### config.mk
export PLATFORM = sky130hd
export DESIGN_NAME = input_vector_packer
export DESIGN_NICKNAME = d
export VERILOG_FILES = /design/src/rtl/input_vector_packer.sv
export SDC_FILE = /design/constraint.sdc
export NUM_CORES = 1
export LEC_CHECK = 0
export ABC_AREA = 1
export CAP_MARGIN = 20
export CORE_MARGIN = 2
export CORE_UTILIZATION = 54
export DETAILED_ROUTE_END_ITERATION = 7
export PLACE_DENSITY = 0.81
export SYNTH_ARGS = -nofsm -noshare
export SYNTH_HDL_FRONTEND = slang
export SYNTH_SLANG_ARGS = --single-unit
### constraint.sdc
create_clock -name clk -period 2.5 [get_ports clk]
set_input_delay 0.375 -clock clk [delete_from_list [all_inputs] [get_ports clk]]
set_output_delay 0.375 -clock clk [all_outputs]
set_load 0.02 [all_outputs]
### src/rtl/input_vector_packer.sv
// Serial-to-parallel packer: gathers NUM_FEAT quantized features into one neuron
// input bus with a single output register plus one spare vector of buffering.
module input_vector_packer #(
  parameter int FEAT_W   = 2,
  parameter int NUM_FEAT = 3,
  parameter int CNT_W    = 16,
  localparam int OUT_W   = FEAT_W * NUM_FEAT
) (
  input  logic              clk,
  input  logic              rst,
  input  logic              in_valid,
  output logic              in_ready,
  input  logic [FEAT_W-1:0] in_data,
  input  logic              in_last,
  output logic              out_valid,
  input  logic              out_ready,
  output logic [OUT_W-1:0]  out_vec,
  output logic              frame_err,
  output logic [CNT_W-1:0]  vec_count
);
  localparam int IDX_W = $clog2(NUM_FEAT);
  localparam logic [IDX_W-1:0] LAST_IDX = IDX_W'(NUM_FEAT - 1);

  typedef enum logic {FILL, HOLD} state_t;

  state_t             r_state, w_state_nxt;
  logic [IDX_W-1:0]   r_idx;
  logic [OUT_W-1:0]   r_asm;
  logic [OUT_W-1:0]   r_out;
  logic               r_out_valid;
  logic               r_ferr;
  logic [CNT_W-1:0]   r_cnt;

  logic               w_acc, w_xfer, w_last_slot, w_final, w_early;
  logic [OUT_W-1:0]   w_asm_upd;

  assign in_ready    = (r_state == FILL) && !rst;
  assign w_acc       = in_valid && in_ready;
  assign w_xfer      = r_out_valid && out_ready;
  assign w_last_slot = (r_idx == LAST_IDX);
  assign w_final     = w_acc && w_last_slot;
  assign w_early     = w_acc && in_last && !w_last_slot;

  assign out_valid = r_out_valid;
  assign out_vec   = r_out;
  assign frame_err = r_ferr;
  assign vec_count = r_cnt;

  // Assembly register with the current beat merged into slot idx.
  always_comb begin
    w_asm_upd = r_asm;
    for (int k = 0; k < NUM_FEAT; k++)
      if (r_idx == IDX_W'(k)) w_asm_upd[k*FEAT_W +: FEAT_W] = in_data;
  end

  always_comb begin
    w_state_nxt = r_state;
    case (r_state)
      FILL: if (w_final && r_out_valid && !out_ready) w_state_nxt = HOLD;
      HOLD: if (out_ready) w_state_nxt = FILL;
      default: w_state_nxt = FILL;
    endcase
  end

  always_ff @(posedge clk) begin
    if (rst) r_state <= FILL;
    else     r_state <= w_state_nxt;
  end

  always_ff @(posedge clk) begin
    if (rst) begin
      r_idx       <= '0;
      r_asm       <= '0;
      r_out       <= '0;
      r_out_valid <= 1'b0;
      r_ferr      <= 1'b0;
      r_cnt       <= '0;
    end else begin
      // Error on a short vector, or on a full vector not marked last.
      r_ferr <= w_acc && (in_last != w_last_slot);
      if (w_xfer) r_cnt <= r_cnt + CNT_W'(1);
      if (w_acc) begin
        r_idx <= (w_last_slot || in_last) ? '0 : r_idx + IDX_W'(1);
        r_asm <= w_early ? '0 : w_asm_upd;
      end
      // The held vector replaces the outgoing one, so out_valid stays high.
      if (r_state == HOLD) begin
        if (out_ready) r_out <= r_asm;
      end else if (w_final && (!r_out_valid || out_ready)) begin
        r_out       <= w_asm_upd;
        r_out_valid <= 1'b1;
      end else if (w_xfer) begin
        r_out_valid <= 1'b0;
      end
    end
  end
endmodule

# [Word level (Yosys, flattened, before mapping)]
# Index checks and enable logic that the tools add are counted.
[op_classes] addsub=2 mul=0 div_mod_pow=0 n_lt_le_gt_ge=0 n_eq_ne=4 n_shift=0 mux=13 n_bitwise=1 n_reduce_logical=21
[op_table] cell="two-way mux 6 bit" count=4
[op_table] cell="adder 16 x 1 -> 16 bit (second input constant)" count=1
[op_table] cell="logical AND 1 bit" count=10
[op_table] cell="two-way mux 2 bit" count=4
[op_table] cell="logical NOT 1 bit" count=4
[op_table] cell="two-way mux 1 bit" count=4
[op_table] cell="AND reduction 2 bit" count=2
[op_table] cell="nonzero test 2 bit" count=2
[op_table] cell="adder 2 x 1 -> 2 bit (second input constant)" count=1
[op_table] cell="== test 2 x 1 -> 1 bit (second input constant)" count=1
[op_table] cell="== test 2 bit (second input constant)" count=1
[op_table] cell="logical NOT 2 bit" count=1
[op_table] cell="logical OR 1 bit" count=2
[op_table] cell="inequality test 2 bit (second input constant)" count=1
[op_table] cell="case mux 1 bit (2 select lines)" count=1
[op_table] cell="inequality test 1 bit" count=1
[op_table] cell="inverter 1 bit" count=1
[totals] ff_bits=33 latch_bits=0 mem_bits_rw=0 romBits=0 inputBits=7 output_inout_bits=25 word_cells=48 mem_count=0

# [Depth between registers and ports, before layout]
# Gate-level depths: netlist of run 1.
[depth] word_depth=8 depth_mapped=8 depth_no_buf=8

# [Least setup slack after synthesis of run 1]
# No wires, ideal clock.
[synth_path] kind="register -> register" from="reg r_cnt[0], in the netlist vec_count[0]" to="reg r_cnt[8], in the netlist vec_count[8]" setup_time_ps=115 arrival_time_ps=1284 required_time_ps=2385 slack_ps=1101 stages_incl_launch_ff=8 n_path_buf=0 synth_period_minus_slack_ps=1399 cell_sequence="dfxtp_1 > ha_1 > nand2_1 > nor2_4 > nand2_2 > nor2_2 > nand2_1 > and3_1"
[synth_via] elab_chain_len=1
[synth_rtl] element="start: declaration" line="32" rtl="logic [CNT_W-1:0] r_cnt;"
[synth_rtl] element="start signal: assignment" line="81" rtl="if (w_xfer) r_cnt <= r_cnt + CNT_W'(1);"
[synth_rtl] element="adder 16 x 1 -> 16 bit" line="81"
# Every way passes these cells.
# A chain may end at the register's enable or synchronous reset.

# [Worst setup path after layout of run 1]
[layout_path] from="in rst" to="out in_ready"
[layout_via] elab_chain_len=2
[layout_rtl] element="start: declaration" line="10" rtl="input logic rst,"
[layout_rtl] element="logical NOT 1 bit" line="37" rtl="assign in_ready = (r_state == FILL) && !rst;"
[layout_rtl] element="logical AND 1 bit" line="37"
[layout_rtl] element="end: declaration" line="12" rtl="output logic in_ready,"
# Every way passes these cells.

==> flow_summary.rst, run 1 <==
.. list-table::
   :header-rows: 1

   * - Metric
     - Value
   * - Via density per instance
     - 5.08
   * - Path type of the worst setup path
     - primary input to output pin
   * - Fraction of registers with async set or reset after synthesis
     - 0%
   * - Count of hold-fix buffers inserted at cts
     - 0
   * - Tightest slew margin relative to the limit
     - 67.6%
   * - Worst path bufs/invs
     - 2
   * - Number of synthesized flops with an enable pin
     - 0
   * - Starting Density
     - 57.4%
   * - Die height
     - 58.6 microns
   * - Warnings from Yosys
     - 0
   * - Final number of max-transition violations
     - 0
   * - Worst Setup Start Kind
     - primary input
   * - Cells taking the most area after synthesis
     - sky130_fd_sc_hd__dfxtp_1 (41%), sky130_fd_sc_hd__nand2_1 (12%), sky130_fd_sc_hd__o21ai_0 (10%)
   * - Switching portion of total power
     - 21.6%
   * - Number of H-tree branching levels
     - 2
   * - Critical Path RT
     - 2.12 ns
   * - Max-cap viol count
     - 0
   * - Area of the die
     - 3430 sq um
   * - Lkg Pwr
     - 0.822 nW
   * - Number of nets with antenna violations after routing
     - 0
   * - Share of cells above drive strength 1
     - 7.01%
   * - Endpoint class of the critical path
     - output pin
   * - Cell breakdown of the critical path
     - clkdlybuf4s50_1, nor2_4, clkdlybuf4s50_1
   * - Top Family by Delay on Critical Path
     - buffers and inverters
   * - Period utilization
     - 83.5%
   * - Number of iterations in the first detailed-routing pass
     - 6
   * - Maximum fanout along the worst path
     - 4
   * - Setup total negative slack
     - 0 ns
   * - Global placement routability congestion
     - 0.811
   * - Failing checks
     - DRC
   * - Detailed Route WL
     - 3350 microns
   * - Outcome
     - finished, violations left
   * - Clock skew
     - 0.00971 ns
   * - Vias
     - 1535
   * - Power density cells
     - 540 nW/um^2
   * - Pin count of the biggest net entering global routing
     - 14
   * - Total congestion overflow
     - 0
   * - Post-synthesis cell type count
     - 21
   * - Sink Count
     - 33
   * - Slowest stage cell on the critical path
     - sky130_fd_sc_hd__clkdlybuf4s50_1
   * - All-layer global routing usage
     - 22.5%
   * - Post-synth top flop
     - sky130_fd_sc_hd__dfxtp_1
   * - Detailed-route DRC error count
     - 2
   * - # diodes
     - 0
   * - Total Nets Final
     - 282
   * - Number of storage elements in the synthesis netlist
     - 33
   * - Design Power
     - 1.11 mW
   * - Number of placed I/O pins
     - 32
   * - First-pass GRT wire length
     - 5870 microns
   * - TritonCTS clock tree
     - done
   * - Average wire per cell in the routed design
     - 11.1 microns
   * - Filler cells
     - 233
   * - Clock power share
     - 45.2%
   * - Critical path's largest stage delay
     - 0.62 ns
   * - DP Worst Slack
     - 0.418 ns
   * - Sw Pwr
     - 0.240 mW
   * - Mapped cell area
     - 1610 sq um
   * - Clock latency of the later-clocked register in the worst-skew pair
     - 0.35 ns
   * - Logic gate share of total power
     - 6.7%
   * - Clock input transition at the sequential cells of the worst setup and hold paths
     - 0.11 ns
   * - Most common cell in the synthesized netlist
     - sky130_fd_sc_hd__nand2_1
   * - Final setup fails
     - 0
   * - Endpoint arrival time on the critical path
     - 1.71 ns
   * - Std-Cell Core Area
     - 2810 sq um
   * - Mean area per synthesized cell
     - 6.91 sq um
   * - Antenna violations before repair
     - 0
   * - Internal power of the cells
     - 0.872 mW
   * - Highest ir drop seen on vdd
     - 0.000599 V
   * - Post-synth top area cell
     - sky130_fd_sc_hd__dfxtp_1
   * - Cell chosen for the clock root
     - sky130_fd_sc_hd__clkbuf_4
   * - Post-synth top area share
     - 41.1%
   * - Dominant cell type by count on the critical path
     - sky130_fd_sc_hd__clkdlybuf4s50_1
   * - Synthesis-to-layout area growth
     - 28.0%
   * - Top cells by count, synth
     - sky130_fd_sc_hd__nand2_1 (51), sky130_fd_sc_hd__nor2_1 (38), sky130_fd_sc_hd__dfxtp_1 (33)
   * - Fin. Hold Viols
     - 0
   * - Max Fclk
     - 0.479 GHz
   * - Die width
     - 58.6 microns
   * - Hpwl dp
     - 2460 microns
   * - Post-Syn Instances
     - 233
   * - Path type of the worst min-delay path
     - flip-flop to flip-flop
   * - Slew at the pin closest to its max-slew limit
     - 0.486 ns
   * - Net Count, Synth
     - 245
   * - Share of the yosys chip area belonging to registers
     - 41.1%
   * - Portion of total power attributed to sequential cells
     - 48.1%
   * - Clock Path Buffers
     - 2
   * - IO Port Bufs
     - 31
   * - Number of buffers added by the clock tree synthesis step
     - 5
   * - RSZ-0062 raised after global routing
     - false
   * - Post-layout min period
     - 2.09 ns
   * - Final setup slack of the worst path
     - 0.411 ns
   * - Number of global-route vias before repair
     - 1366
   * - DRT iter0 DRCs
     - 85
   * - # rows
     - 19
   * - Post-cts sizing count
     - 0
   * - Total setup buffers inserted after CTS
     - 0
[sequential cells by signal, indices dropped and copies added, names as in the netlist]
name	count
frame_err	1
r_idx	2
out_vec	6
r_state	1
vec_count	16
out_valid	1
r_asm	6
[layout make-up]
class / count / area (sq um) / share of cell area, %
Multi-Input combinational cell: 167 / 820 / 39.8
Sequential cell: 33 / 661 / 32.1
Timing Repair Buffer: 33 / 325 / 15.8
Inverter: 30 / 113 / 5.47
Clock inverter: 3 / 65.1 / 3.16
Tap cell: 31 / 38.8 / 1.88
Clock buffer: 5 / 37.5 / 1.82
[per-layer routing]
| metal | track usage [%] | vias to the layer above | routed length [microns] |
|---|---|---|---|
| met3 | 7.25 | 7 | 182 |
| met5 | 0 | - | 0 |
| met1 | 31.2 | 674 | 1670 |
| met4 | 7.79 | 0 | 63 |
| met2 | 33.2 | 40 | 1430 |
| li1 | - | 814 | - |
[power by group through the flow]
stage	clock network, mW	logic (mW)	registers, mW
2_1_floorplan	0	0.0432	0.550
3_3_place_gp	0	0.0741	0.547
3_5_place_dp	0	0.0745	0.547
4_1_cts	0.508	0.0752	0.535
5_1_grt	0.537	0.0857	0.536
6_report	0.503	0.0748	0.535
[worst register-to-register path: cells and delay by family (launching register included)]
kind / cells / cell delay, ns
adders and majority gates: 1 / 0.24
buffers and inverters: 2 / 0.22
DFF: 1 / 0.32
AOI/OAI and AO/OA: 2 / 0.50
and+or+nand+nor: 1 / 0.09
[cells in the final DEF, fill, tap and decap left out]
| cell type | n |
|---|---|
| sky130_fd_sc_hd__nand2_1 | 51 |
| sky130_fd_sc_hd__bufinv_16 | 2 |
| sky130_fd_sc_hd__nand2_4 | 2 |
| sky130_fd_sc_hd__nor3_1 | 4 |
| sky130_fd_sc_hd__buf_4 | 2 |
| sky130_fd_sc_hd__clkdlybuf4s50_1 | 31 |
| sky130_fd_sc_hd__dfxtp_1 | 33 |
| sky130_fd_sc_hd__xor2_1 | 2 |
| sky130_fd_sc_hd__clkbuf_4 | 5 |
| sky130_fd_sc_hd__nor2_1 | 38 |
| sky130_fd_sc_hd__nor2_2 | 1 |
| sky130_fd_sc_hd__o21ai_0 | 32 |
| sky130_fd_sc_hd__inv_1 | 29 |
| sky130_fd_sc_hd__nor2_4 | 4 |
| sky130_fd_sc_hd__a21boi_2 | 1 |
| sky130_fd_sc_hd__clkinv_2 | 1 |
| sky130_fd_sc_hd__clkinv_1 | 1 |
| sky130_fd_sc_hd__ha_1 | 5 |
| sky130_fd_sc_hd__nand3_1 | 13 |
| sky130_fd_sc_hd__and3_1 | 2 |
| sky130_fd_sc_hd__nand2_2 | 1 |
| sky130_fd_sc_hd__a21oi_1 | 10 |
| sky130_fd_sc_hd__o22ai_1 | 1 |
[cells by family after synthesis]
| logic type | synth area share (%) |
|---|---|
| compound gates | 14.2 |
| xor+xnor | 1.09 |
| fa+ha+maj | 3.89 |
| buf+inv | 8.01 |
| flops | 41.1 |
| simple gates | 31.8 |
[path summary, 6_finish.rpt]
check             slack (ns)            to  cells after the start         start
setup reg to reg        1.04      r_asm[5]                      6      r_idx[0]
hold / removal          0.48  vec_count[2]                      2  vec_count[2]
hold reg to reg         0.48  vec_count[2]                      2  vec_count[2]
setup / recovery        0.41      in_ready                      3           rst
[metrics by stage]
| step | area, sq um | instances | utilization [%] | hold slack (ns) |
|---|---|---|---|---|
| floorplan | 1610 | 233 | - | 0.461 |
| global placement | 1960 | 294 | 69.8 | 0.467 |
| detailed placement | 1960 | 294 | 69.8 | 0.468 |
| CTS | 2060 | 302 | 73.4 | 0.484 |
| global route | 2060 | 302 | 73.4 | 0.508 |
| finish | 2060 | 302 | 73.4 | 0.479 |
No activity file was read; power rests on OpenSTA's default activity.
==> run 2, diff against run 1 <==
--- a/config.mk
+++ b/config.mk
@@ -8,9 +8,9 @@
 export ABC_AREA = 1
 export CAP_MARGIN = 20
 export CORE_MARGIN = 2
-export CORE_UTILIZATION = 54
+export CORE_UTILIZATION = 46
 export DETAILED_ROUTE_END_ITERATION = 7
-export PLACE_DENSITY = 0.81
+export PLACE_DENSITY = 0.73
 export SYNTH_ARGS = -nofsm -noshare
 export SYNTH_HDL_FRONTEND = slang
 export SYNTH_SLANG_ARGS = --single-unit
==> constraint.sdc (replaced) <==
create_clock -name clk -period 1.9 [get_ports clk]
set_input_delay 0.285 -clock clk [delete_from_list [all_inputs] [get_ports clk]]
set_output_delay 0.285 -clock clk [all_outputs]
set_load 0.02 [all_outputs]
==> run 2 against run 1 <==
Effect of this change: sequential share of layout area rose by 0.22 points; non-clock buffer count is 2 higher; count of clock-buffer cells in the layout up 2; final cell count grew 5.3%; combinational power up 38%; largest cell class unchanged; critical endpoint unchanged; the flow now finishes without violations; first-iteration DRC count decreased by 9.4%; global-route usage fell by 2.8 points; clock power down 19%.
==> flow_summary.rst, run 2 (synthesized netlist as in run 1, its figures left out) <==
.. list-table::
   :header-rows: 1

   * - Metric
     - Value
   * - Outcome
     - complete, no violations
   * - Hold_sp
     - vec_count[2]
   * - Pin count of the biggest net entering global routing
     - 14
   * - Post-cts sizing count
     - 0
   * - Highest ir drop seen on vdd
     - 0.000347 V
   * - Worst reg2reg startpoint
     - vec_count[0]
   * - # diodes
     - 0
   * - Path type of the worst setup path
     - primary input to output pin
   * - Setup total negative slack
     - 0 ns
   * - Via density per instance
     - 4.91
   * - Average wire per cell in the routed design
     - 11.0 microns
   * - Number of flip-flops under the largest register name
     - 16
   * - Final setup slack of the worst path
     - 0.112 ns
   * - Critical Path RT
     - 1.62 ns
   * - DP Worst Slack
     - 0.107 ns
   * - Number of buffers added by the clock tree synthesis step
     - 5
   * - Area of the die
     - 3990 sq um
   * - Power density cells
     - 593 nW/um^2
   * - Cell chosen for the clock root
     - sky130_fd_sc_hd__clkbuf_4
   * - Total setup buffers inserted after CTS
     - 0
   * - Die height
     - 63.1 microns
   * - DRT iter0 DRCs
     - 77
   * - Endpoint class of the critical path
     - output pin
   * - Path type of the worst min-delay path
     - flip-flop to flip-flop
   * - Final setup fails
     - 0
   * - Clock Path Buffers
     - 2
   * - All-layer global routing usage
     - 19.8%
   * - First-pass GRT wire length
     - 6280 microns
   * - Maximum fanout along the worst path
     - 2
   * - Share of cells above drive strength 1
     - 6.99%
   * - Number of nets with antenna violations after routing
     - 0
   * - Detailed-route DRC error count
     - 0
   * - Detailed Route WL
     - 3500 microns
   * - Dominant cell type by count on the critical path
     - sky130_fd_sc_hd__clkdlybuf4s50_1
   * - Slowest stage cell on the critical path
     - sky130_fd_sc_hd__clkdlybuf4s50_1
   * - Top library cells by usage in the layout, fill and taps aside
     - sky130_fd_sc_hd__nand2_1 (51), sky130_fd_sc_hd__nor2_1 (38), sky130_fd_sc_hd__dfxtp_1 (33), sky130_fd_sc_hd__o21ai_0 (32), sky130_fd_sc_hd__clkdlybuf4s50_1 (31)
   * - Fin. Hold Viols
     - 0
   * - Critical path's largest stage delay
     - 0.61 ns
   * - RSZ-0062 raised after global routing
     - false
   * - Total congestion overflow
     - 0
   * - Slew at the pin closest to its max-slew limit
     - 0.335 ns
   * - Antenna violations before repair
     - 0
   * - Lkg Pwr
     - 0.809 nW
   * - Hpwl dp
     - 2610 microns
   * - Vias
     - 1560
   * - # rows
     - 21
   * - Max Fclk
     - 0.559 GHz
   * - Number of iterations in the first detailed-routing pass
     - 4
   * - Starting Density
     - 48.2%
   * - Clock latency of the later-clocked register in the worst-skew pair
     - 0.33 ns
   * - Tightest slew margin relative to the limit
     - 77.7%
   * - TritonCTS clock tree
     - done
   * - Number of H-tree branching levels
     - 2
   * - Max-cap viol count
     - 0
   * - Period utilization
     - 94.1%
   * - Count of hold-fix buffers inserted at cts
     - 0
   * - Clock skew
     - 0.00557 ns
   * - Clock input transition at the sequential cells of the worst setup and hold paths
     - 0.09 ns
   * - Sink Count
     - 33
   * - Tightest hold margin
     - 0.482 ns
   * - Commonest non-fill, non-tap cell in the layout
     - sky130_fd_sc_hd__nand2_1
   * - Endpoint arrival time on the critical path
     - 1.50 ns
   * - Synthesis-to-layout area growth
     - 27.1%
   * - Total Nets Final
     - 284
   * - Final number of max-transition violations
     - 0
   * - Global placement routability congestion
     - 0.832
   * - IO Port Bufs
     - 31
   * - Filler cells
     - 336
   * - Std-Cell Core Area
     - 3340 sq um
   * - Worst Setup Start Kind
     - primary input
   * - Number of global-route vias before repair
     - 1498
   * - Die width
     - 63.1 microns
   * - Number of placed I/O pins
     - 32
   * - Cell breakdown of the critical path
     - clkdlybuf4s50_1, nor2_4, clkdlybuf4s50_1
   * - Post-layout min period
     - 1.79 ns
   * - Worst setup path startpoint
     - rst
## run 2: report_power, final
part           switching [mW]  leakage [nW]  total (mW)  internal, mW
Clock                   0.231        0.0314       0.406         0.175
Combinational          0.0604         0.511       0.103        0.0430
Sequential            0.00372         0.266       0.704         0.700
Total                   0.296         0.809        1.21         0.918
## run 2: worst paths after layout
kind | end | slack (ns) | cells past startpoint
worst max-delay path | in_ready | 0.11 | 3
worst min-delay path | vec_count[2] | 0.48 | 2
worst max register to register | vec_count[14] | 0.48 | 8
worst min register to register | vec_count[2] | 0.48 | 2
## run 2: through the flow
stage               util (%)  cell area (sq um)  power, mW  std cells
finish                  61.3               2050       1.21        318
global route            61.3               2050       1.28        318
CTS                     61.3               2050       1.22        318
detailed placement      59.7               1990      0.823        311
global placement        59.7               1990      0.822        311
floorplan                  -               1610      0.780        233
## run 2: layout make-up
| class | count | area, sq um | area share, % |
|---|---|---|---|
| clock buffers | 7 | 55.1 | 2.69 |
| inverters | 30 | 113 | 5.50 |
| multi-input cells | 167 | 820 | 40.1 |
| flip-flops and latches | 33 | 661 | 32.3 |
| well taps | 46 | 57.6 | 2.81 |
| repair buffers | 35 | 340 | 16.6 |
## run 2: routing by layer
metal	GRT usage [%]	routed length [microns]	share of wire [%]
met4	7.78	59	1.7
met3	4.82	158	4.5
met1	24.4	1730	49
met2	33.0	1550	44
met5	0	0	0
## run 2: worst max-delay path, delay by kind of cell
kind	cells	cell delay, ns
buffers and inverters	2	1.08
and+or+nand+nor	1	0.14
